$ cat src/rtl/ethernet_rx.sv
// UDP/IPv4 receive engine: takes raw Ethernet frames from the MAC, checks the
// Ethernet/IPv4/UDP headers on the first beat against the local addresses,
// strips the 42 header bytes and realigns the payload to byte 0. Also supports
// a raw bypass path and a discard mode.
module ethernet_rx #(
    parameter int unsigned DATA_WIDTH    = 512,
    parameter int unsigned CONN_ID_WIDTH = 18
) (
    input  logic                    rx_axis_aclk,
    input  logic                    rx_axis_aresetn,

    input  logic                    rx_engine_bypass,
    input  logic                    rx_engine_enable,

    input  logic [31:0]             my_config_ipAddr,
    input  logic [47:0]             my_config_macAddr,
    input  logic [15:0]             my_config_udpPort,

    input  logic [DATA_WIDTH-1:0]   cmac_rx_axis_tdata,
    input  logic [DATA_WIDTH/8-1:0] cmac_rx_axis_tkeep,
    input  logic                    cmac_rx_axis_tvalid,
    input  logic                    cmac_rx_axis_tlast,
    output logic                    cmac_rx_axis_tready,

    output logic [DATA_WIDTH-1:0]   udp_rx_axis_tdata,
    output logic [DATA_WIDTH/8-1:0] udp_rx_axis_tkeep,
    output logic                    udp_rx_axis_tvalid,
    output logic                    udp_rx_axis_tlast,
    input  logic                    udp_rx_axis_tready,

    output logic                    udp_rx_meta_valid,
    input  logic                    udp_rx_meta_ready,
    output logic [47:0]             udp_rx_meta_srcMac,
    output logic [31:0]             udp_rx_meta_srcIp,
    output logic [15:0]             udp_rx_meta_srcPort,
    output logic [15:0]             udp_rx_meta_length,

    output logic [31:0]             stat_accepted,
    output logic [31:0]             stat_dropped
);

    // Byte offsets below are fixed for a 64-byte beat.
    if (DATA_WIDTH != 512 || CONN_ID_WIDTH == 0) begin : g_param_check
        $error("ethernet_rx: only DATA_WIDTH = 512 is supported");
    end

    typedef enum logic [2:0] {StIdle, StFwd, StTail, StBypass, StDrop} state_e;

    state_e         state_q, state_d;
    logic [511:0]   out_data_q, out_data_d;
    logic [63:0]    out_keep_q, out_keep_d;
    logic           out_valid_q, out_valid_d;
    logic           out_last_q, out_last_d;
    logic [175:0]   hold_q, hold_d;
    logic [21:0]    hold_keep_q, hold_keep_d;
    logic           meta_valid_q, meta_valid_d;
    logic [47:0]    meta_mac_q, meta_mac_d;
    logic [31:0]    meta_ip_q, meta_ip_d;
    logic [15:0]    meta_port_q, meta_port_d;
    logic [15:0]    meta_len_q, meta_len_d;
    logic [31:0]    acc_q, acc_d;
    logic [31:0]    drop_q, drop_d;

    logic [7:0]     in_b [64];
    logic [47:0]    dst_mac;
    logic           hdr_ok;
    logic           out_free;
    logic           meta_free;
    logic           beat;
    logic           tail_empty;

    function automatic logic [31:0] sat_inc(input logic [31:0] v);
        return (v == 32'hFFFF_FFFF) ? v : v + 32'd1;
    endfunction

    // Split the beat into wire-order bytes and evaluate the header checks.
    always_comb begin
        for (int i = 0; i < 64; i++) begin
            in_b[i] = cmac_rx_axis_tdata[8*i +: 8];
        end
        dst_mac = {in_b[0], in_b[1], in_b[2], in_b[3], in_b[4], in_b[5]};
        hdr_ok  = cmac_rx_axis_tkeep[41]
                & ((dst_mac == my_config_macAddr) || (dst_mac == 48'hFFFF_FFFF_FFFF))
                & (in_b[12] == 8'h08) & (in_b[13] == 8'h00)
                & (in_b[14] == 8'h45) & (in_b[23] == 8'h11)
                & ({in_b[30], in_b[31], in_b[32], in_b[33]} == my_config_ipAddr)
                & ({in_b[36], in_b[37]} == my_config_udpPort);
        tail_empty = (cmac_rx_axis_tkeep[63:42] == 22'd0);
    end

    // Next-state, input backpressure and output register loading.
    always_comb begin
        state_d      = state_q;
        out_data_d   = out_data_q;
        out_keep_d   = out_keep_q;
        out_valid_d  = out_valid_q;
        out_last_d   = out_last_q;
        hold_d       = hold_q;
        hold_keep_d  = hold_keep_q;
        meta_valid_d = meta_valid_q;
        meta_mac_d   = meta_mac_q;
        meta_ip_d    = meta_ip_q;
        meta_port_d  = meta_port_q;
        meta_len_d   = meta_len_q;
        acc_d        = acc_q;
        drop_d       = drop_q;

        out_free  = !out_valid_q | udp_rx_axis_tready;
        meta_free = !meta_valid_q | udp_rx_meta_ready;

        if (out_valid_q && udp_rx_axis_tready) begin
            out_valid_d = 1'b0;
            out_last_d  = 1'b0;
        end
        if (meta_valid_q && udp_rx_meta_ready) begin
            meta_valid_d = 1'b0;
        end

        case (state_q)
            StIdle:   cmac_rx_axis_tready = out_free & meta_free;
            StFwd:    cmac_rx_axis_tready = out_free;
            StBypass: cmac_rx_axis_tready = out_free;
            StDrop:   cmac_rx_axis_tready = 1'b1;
            default:  cmac_rx_axis_tready = 1'b0;
        endcase
        cmac_rx_axis_tready = cmac_rx_axis_tready & rx_axis_aresetn;
        beat = cmac_rx_axis_tvalid & cmac_rx_axis_tready;

        case (state_q)
            StIdle: begin
                if (beat) begin
                    if (!rx_engine_enable) begin
                        drop_d  = sat_inc(drop_q);
                        state_d = cmac_rx_axis_tlast ? StIdle : StDrop;
                    end else if (rx_engine_bypass) begin
                        out_data_d  = cmac_rx_axis_tdata;
                        out_keep_d  = cmac_rx_axis_tkeep;
                        out_valid_d = 1'b1;
                        out_last_d  = cmac_rx_axis_tlast;
                        state_d     = cmac_rx_axis_tlast ? StIdle : StBypass;
                    end else if (!hdr_ok || (cmac_rx_axis_tlast && tail_empty)) begin
                        // Header mismatch or a UDP datagram with nothing to deliver.
                        drop_d  = sat_inc(drop_q);
                        state_d = cmac_rx_axis_tlast ? StIdle : StDrop;
                    end else begin
                        hold_d       = cmac_rx_axis_tdata[511:336];
                        hold_keep_d  = cmac_rx_axis_tkeep[63:42];
                        meta_valid_d = 1'b1;
                        meta_mac_d   = {in_b[6], in_b[7], in_b[8], in_b[9], in_b[10], in_b[11]};
                        meta_ip_d    = {in_b[26], in_b[27], in_b[28], in_b[29]};
                        meta_port_d  = {in_b[34], in_b[35]};
                        meta_len_d   = {in_b[38], in_b[39]} - 16'd8;
                        acc_d        = sat_inc(acc_q);
                        state_d      = cmac_rx_axis_tlast ? StTail : StFwd;
                    end
                end
            end
            StFwd: begin
                if (beat) begin
                    out_data_d  = {cmac_rx_axis_tdata[335:0], hold_q};
                    out_keep_d  = {cmac_rx_axis_tkeep[41:0], hold_keep_q};
                    out_valid_d = 1'b1;
                    out_last_d  = 1'b0;
                    hold_d      = cmac_rx_axis_tdata[511:336];
                    hold_keep_d = cmac_rx_axis_tkeep[63:42];
                    if (cmac_rx_axis_tlast) begin
                        out_last_d = tail_empty;
                        state_d    = tail_empty ? StIdle : StTail;
                    end
                end
            end
            StTail: begin
                if (out_free) begin
                    out_data_d  = {336'd0, hold_q};
                    out_keep_d  = {42'd0, hold_keep_q};
                    out_valid_d = 1'b1;
                    out_last_d  = 1'b1;
                    state_d     = StIdle;
                end
            end
            StBypass: begin
                if (beat) begin
                    out_data_d  = cmac_rx_axis_tdata;
                    out_keep_d  = cmac_rx_axis_tkeep;
                    out_valid_d = 1'b1;
                    out_last_d  = cmac_rx_axis_tlast;
                    if (cmac_rx_axis_tlast) state_d = StIdle;
                end
            end
            StDrop: begin
                if (beat && cmac_rx_axis_tlast) state_d = StIdle;
            end
            default: state_d = StIdle;
        endcase
    end

    // State and output registers; reset abandons any frame in flight.
    always_ff @(posedge rx_axis_aclk or negedge rx_axis_aresetn) begin
        if (!rx_axis_aresetn) begin
            state_q      <= StIdle;
            out_data_q   <= '0;
            out_keep_q   <= '0;
            out_valid_q  <= 1'b0;
            out_last_q   <= 1'b0;
            hold_q       <= '0;
            hold_keep_q  <= '0;
            meta_valid_q <= 1'b0;
            meta_mac_q   <= '0;
            meta_ip_q    <= '0;
            meta_port_q  <= '0;
            meta_len_q   <= '0;
            acc_q        <= '0;
            drop_q       <= '0;
        end else begin
            state_q      <= state_d;
            out_data_q   <= out_data_d;
            out_keep_q   <= out_keep_d;
            out_valid_q  <= out_valid_d;
            out_last_q   <= out_last_d;
            hold_q       <= hold_d;
            hold_keep_q  <= hold_keep_d;
            meta_valid_q <= meta_valid_d;
            meta_mac_q   <= meta_mac_d;
            meta_ip_q    <= meta_ip_d;
            meta_port_q  <= meta_port_d;
            meta_len_q   <= meta_len_d;
            acc_q        <= acc_d;
            drop_q       <= drop_d;
        end
    end

    assign udp_rx_axis_tdata   = out_data_q;
    assign udp_rx_axis_tkeep   = out_keep_q;
    assign udp_rx_axis_tvalid  = out_valid_q;
    assign udp_rx_axis_tlast   = out_last_q;
    assign udp_rx_meta_valid   = meta_valid_q;
    assign udp_rx_meta_srcMac  = meta_mac_q;
    assign udp_rx_meta_srcIp   = meta_ip_q;
    assign udp_rx_meta_srcPort = meta_port_q;
    assign udp_rx_meta_length  = meta_len_q;
    assign stat_accepted       = acc_q;
    assign stat_dropped        = drop_q;

endmodule
$ cat config.mk
export PLATFORM = sky130hd
export DESIGN_NAME = ethernet_rx
export DESIGN_NICKNAME = d
export VERILOG_FILES = /design/src/rtl/ethernet_rx.sv
export SDC_FILE = /design/constraint.sdc
export NUM_CORES = 2
export LEC_CHECK = 0
export CAP_MARGIN = 20
export CORE_AREA = 4 4 554 556
export CTS_CLUSTER_SIZE = 8
export DETAILED_ROUTE_END_ITERATION = 16
export DIE_AREA = 0 0 558 560
export PLACE_DENSITY = 0.38
export SLEW_MARGIN = 25
export SYNTH_ARGS = -nofsm -noshare
export SYNTH_HDL_FRONTEND = slang
export SYNTH_SLANG_ARGS = --single-unit
$ cat constraint.sdc
create_clock -name rx_axis_aclk -period 8.29 [get_ports rx_axis_aclk]
set_clock_uncertainty 0.15 [all_clocks]
set_input_delay 2.0725 -clock rx_axis_aclk [delete_from_list [all_inputs] [get_ports rx_axis_aclk]]
set_output_delay 2.0725 -clock rx_axis_aclk [all_outputs]
set_load 0.005 [all_outputs]
==> results.txt <==
----------------------------------------------------
[STA]
  Final period util ... 0.780
  Fmax achieved ... 155 MHz
  Final count of pins violating max slew ... 0
  Worst slew margin ... 0.264
  TNS Setup ... 0 ps
  Count of endpoints failing hold in the final timing report ... 0
  Total setup violations reported at the end of the flow ... 0
  Setup WS post-layout ... 1820 ps
  Worst-margin pin slew ... 1100 ps
  Clock period minus final worst setup slack ... 6470 ps
  Setup repair after global routing missed its margin ... no

[Floorplan]
  Std cell rows ... 202
  X dimension of the die ... 558 um
  Core Box Area ... 302,000 sq um
  Initial core utilization ... 0.146
  Overall die area ... 312,000 sq um
  Overall die height ... 560 um
  IO Pins ... 1,436

[Detailed routing]
  First-pass detailed-route iteration total ... 5
  Total via count after detailed routing ... 36,194
  First-iteration detailed-routing DRC count ... 2,433
  Overall routed net length ... 301,000 um
  WL per Instance ... 34.0 um
  Remaining DRCs ... 0
  Post-DR vias/cell ... 4.08
  Remaining antenna violation count ... 0

[Synth]
  Net count of the mapped netlist ... 4,073
  EDFF count, synth ... 0
  Top post-synthesis cells by area ... dfrtp_1 54%, mux2_2 17%, mux2_1 7.6%
  Flip-flop and latch count after synthesis ... 956
  Synth Area per Inst ... 13.0 sq um
  Proportion of register bits with asynchronous set or reset after synthesis ... 1.00
  Leading area contributor after synthesis ... dfrtp_1
  Main synth FF type ... dfrtp_1
  Area share of the leading cell type in the synthesized netlist ... 0.543
  Syn Std Cell Area ... 44,100 sq um
  Yosys warning total ... 0
  Share of synthesized area occupied by flip-flops and latches ... 0.543
  Post-synthesis cell count ... 3,390
  Post-synthesis cell type count ... 51

[CTS]
  CTS root buffer ... clkbuf_16
  Bufs on Longest Clock Path ... 4
  Num Clock Sinks ... 956
  # resized after CTS ... 0
  Clock-pin transition on the worst setup and hold timing paths ... 50 ps
  TritonCTS buffer count ... 146
  Source-to-sink clock delay at the later pin of the worst-skew pair ... 810 ps
  Post-CTS setup buffer count ... 0
  H-Tree Level Count ... 4
  Hold buffer count at CTS ... 0
  TritonCTS clock tree ... built

[Final layout]
  Share of layout cells above drive strength 1 ... 0.195
  Final-stage net count ... 5,511
  Core Util, Final ... 0.224
  Growth of design area from synthesis to finish ... 53.2%

[GRT]
  Overall global routing resource usage ... 0.185
  Initial antenna violation count ... 124
  Global-route wire length before repair ... 389,000 um
  Pin count of the biggest net entering global routing ... 142
  Global route overflow ... 0
  Number of global-route vias before repair ... 37,853

[Critical path]
  Buffers & Inverters on Critical Path ... 2
  Biggest cell delay along the critical path ... 640 ps
  Critical path's top delay family ... buffers and inverters
  Startpoint kind of the worst setup timing path ... input port
  Worst Path Required ... 6070 ps
  Most Frequent Cell on Critical Path ... clkdlybuf4s50_1
  Worst EP arrival ... 4250 ps
  Crit path capture type ... output port
  Biggest fanout along the worst timing path ... 2
  Crit Path Class ... in -> out
  Crit-path cells ... clkdlybuf4s50_1, nand2b_1, a21oi_1, o31ai_1, and2_1, clkdlybuf4s50_1
  Cell type of the slowest stage on the worst timing path ... clkdlybuf4s50_1

[Placed design]
  Sum of net half-perimeters after detailed placement ... 240,000 um
  Routability congestion estimate from global placement ... 0.914
  Port Buffer Count ... 1,435
  Post-place setup slack ... 1360 ps

[Power and ir drop]
  Leakage power figure ... 28.1 nW
  Cell Pwr Density ... 362 nW/um^2
  Worst supply voltage drop on vdd ... 0.293 mV

[Min path]
  Class of the worst hold path ... reg -> reg

[Job]
  Max-cap viol count ... 0

[Status]
  Result of the run ... finished, final reports clean

----------------------------------------------------
-- worst reg2reg max path: stages (launching register included) --
cell	delay [ps]
dfrtp_1	410
nand2b_1	330
a21oi_1	160
o31ai_1	300
buf_4	190
and2_0	390
o21ai_0	290
a21oi_4	530
buf_12	340
buf_12	430
mux2_2	460
-- layer usage --
| layer | track usage | up-vias | wire length, um |
|---|---|---|---|
| li1 | - | 15290 | - |
| met1 | 0.228 | 18763 | 124000 |
| met2 | 0.305 | 1609 | 141000 |
| met3 | 0.0666 | 440 | 27200 |
| met4 | 0.0487 | 92 | 8640 |
| met5 | 0 | - | 565 |
-- cells by family (layout without fill, tap and decap cells) --
kind of cell    count (synthesis)  count (layout)  synth area share
compound gates                420             420            0.0812
xor+xnor                      171             171            0.0340
fa+ha+maj                       3               3          0.000852
buf+inv                       245            1716            0.0254
flops                         956             956             0.543
mux                           974             974             0.249
other cells                     0              36                 0
simple gates                  621             621            0.0668
-- power by group --
part / switching [mW] / internal (mW)
clock: 2.39 / 3.28
combinational: 5.26 / 6.01
sequential: 1.03 / 6.45
total: 8.68 / 15.7
-- cell usage after synthesis (2+ instances only) --
library cell    n
and4_1          5
nor4bb_1        2
nor2_1         36
buf_4           4
nand2b_1        6
or4_1          10
nor2b_1         3
nor4_1         27
mux2_1        297
o31ai_1         2
buf_6          12
or3_1           2
nand3_1        41
clkbuf_1      138
nor3_1         17
mux2_2        677
nand4b_1        4
nor3b_1         2
a22o_1        378
and2_0          2
ha_1            3
o21ai_0        19
and2_1         11
nand2_1       344
inv_1          13
nor4b_1        10
buf_2          77
xnor2_1       133
a221oi_1        3
a21oi_2         2
a21oi_1         4
nand4_1        71
dfrtp_1       956
and3_1         24
a21o_1          2
xor2_1         38
-- metrics by stage --
step / area, sq um / power (mW) / cells / hold WS, ps
6_report: 67500 / 24.4 / 8875 / 316
4_1_cts: 67400 / 25.0 / 8839 / 316
3_3_place_gp: 63400 / 19.0 / 8658 / 301
5_1_grt: 67400 / 25.8 / 8845 / 335
2_1_floorplan: 44100 / 12.5 / 3390 / 310
3_5_place_dp: 63400 / 19.1 / 8658 / 305
-- path summary, 6_finish.rpt --
kind,start,to,slack (ps),cells past startpoint
worst min-delay path,udp_rx_meta_srcMac[24],udp_rx_meta_srcMac[24],320,2
min in group asynchronous,rx_axis_aresetn,udp_rx_axis_tkeep[5],1010,1
worst max-delay path,udp_rx_meta_ready,cmac_rx_axis_tready,1820,6
max in group asynchronous,rx_axis_aresetn,udp_rx_meta_srcIp[0],4120,4
worst max register to register,udp_rx_meta_valid,udp_rx_axis_tdata[340],4210,10
worst min register to register,udp_rx_meta_srcMac[24],udp_rx_meta_srcMac[24],320,2
-- layout make-up --
| type | count | area (sq um) |
|---|---|---|
| Clock inverter | 12 | 156 |
| Tap cell | 3978 | 4980 |
| Sequential cell | 956 | 23900 |
| Multi-Input combinational cell | 2189 | 19100 |
| Timing Repair Buffer | 1521 | 15300 |
| Clock buffer | 169 | 3850 |
| Inverter | 14 | 52.6 |
| Antenna cell | 36 | 90.1 |
| Fill cell | 32290 | 235000 |
-- layout by cell type (no fill, tap or decap), types with 19 or more instances in the layout --
master	count
clkdlybuf4s50_1	1434
nand3_1	41
buf_4	59
xor2_1	36
a22o_1	378
nor4_1	27
mux2_2	677
o21ai_0	19
nand2_1	344
and3_1	24
nand4_1	71
clkbuf_16	148
diode_2	36
mux2_1	297
buf_12	27
nor2_1	35
dfrtp_1	956
xnor2_1	129
-- flip-flops by register name (all words and copies together), names as in the netlist --
name and cells:
udp_rx_meta_srcPort 16, udp_rx_axis_tvalid 1, udp_rx_axis_tlast 1, udp_rx_meta_srcMac 48, state_q 3, hold_keep_q 22, udp_rx_axis_tkeep 64, hold_q 176
stat_accepted 32, udp_rx_meta_srcIp 32, udp_rx_meta_length 16, stat_dropped 32, udp_rx_axis_tdata 512, udp_rx_meta_valid 1
No activity file was read; power rests on OpenSTA's default activity.
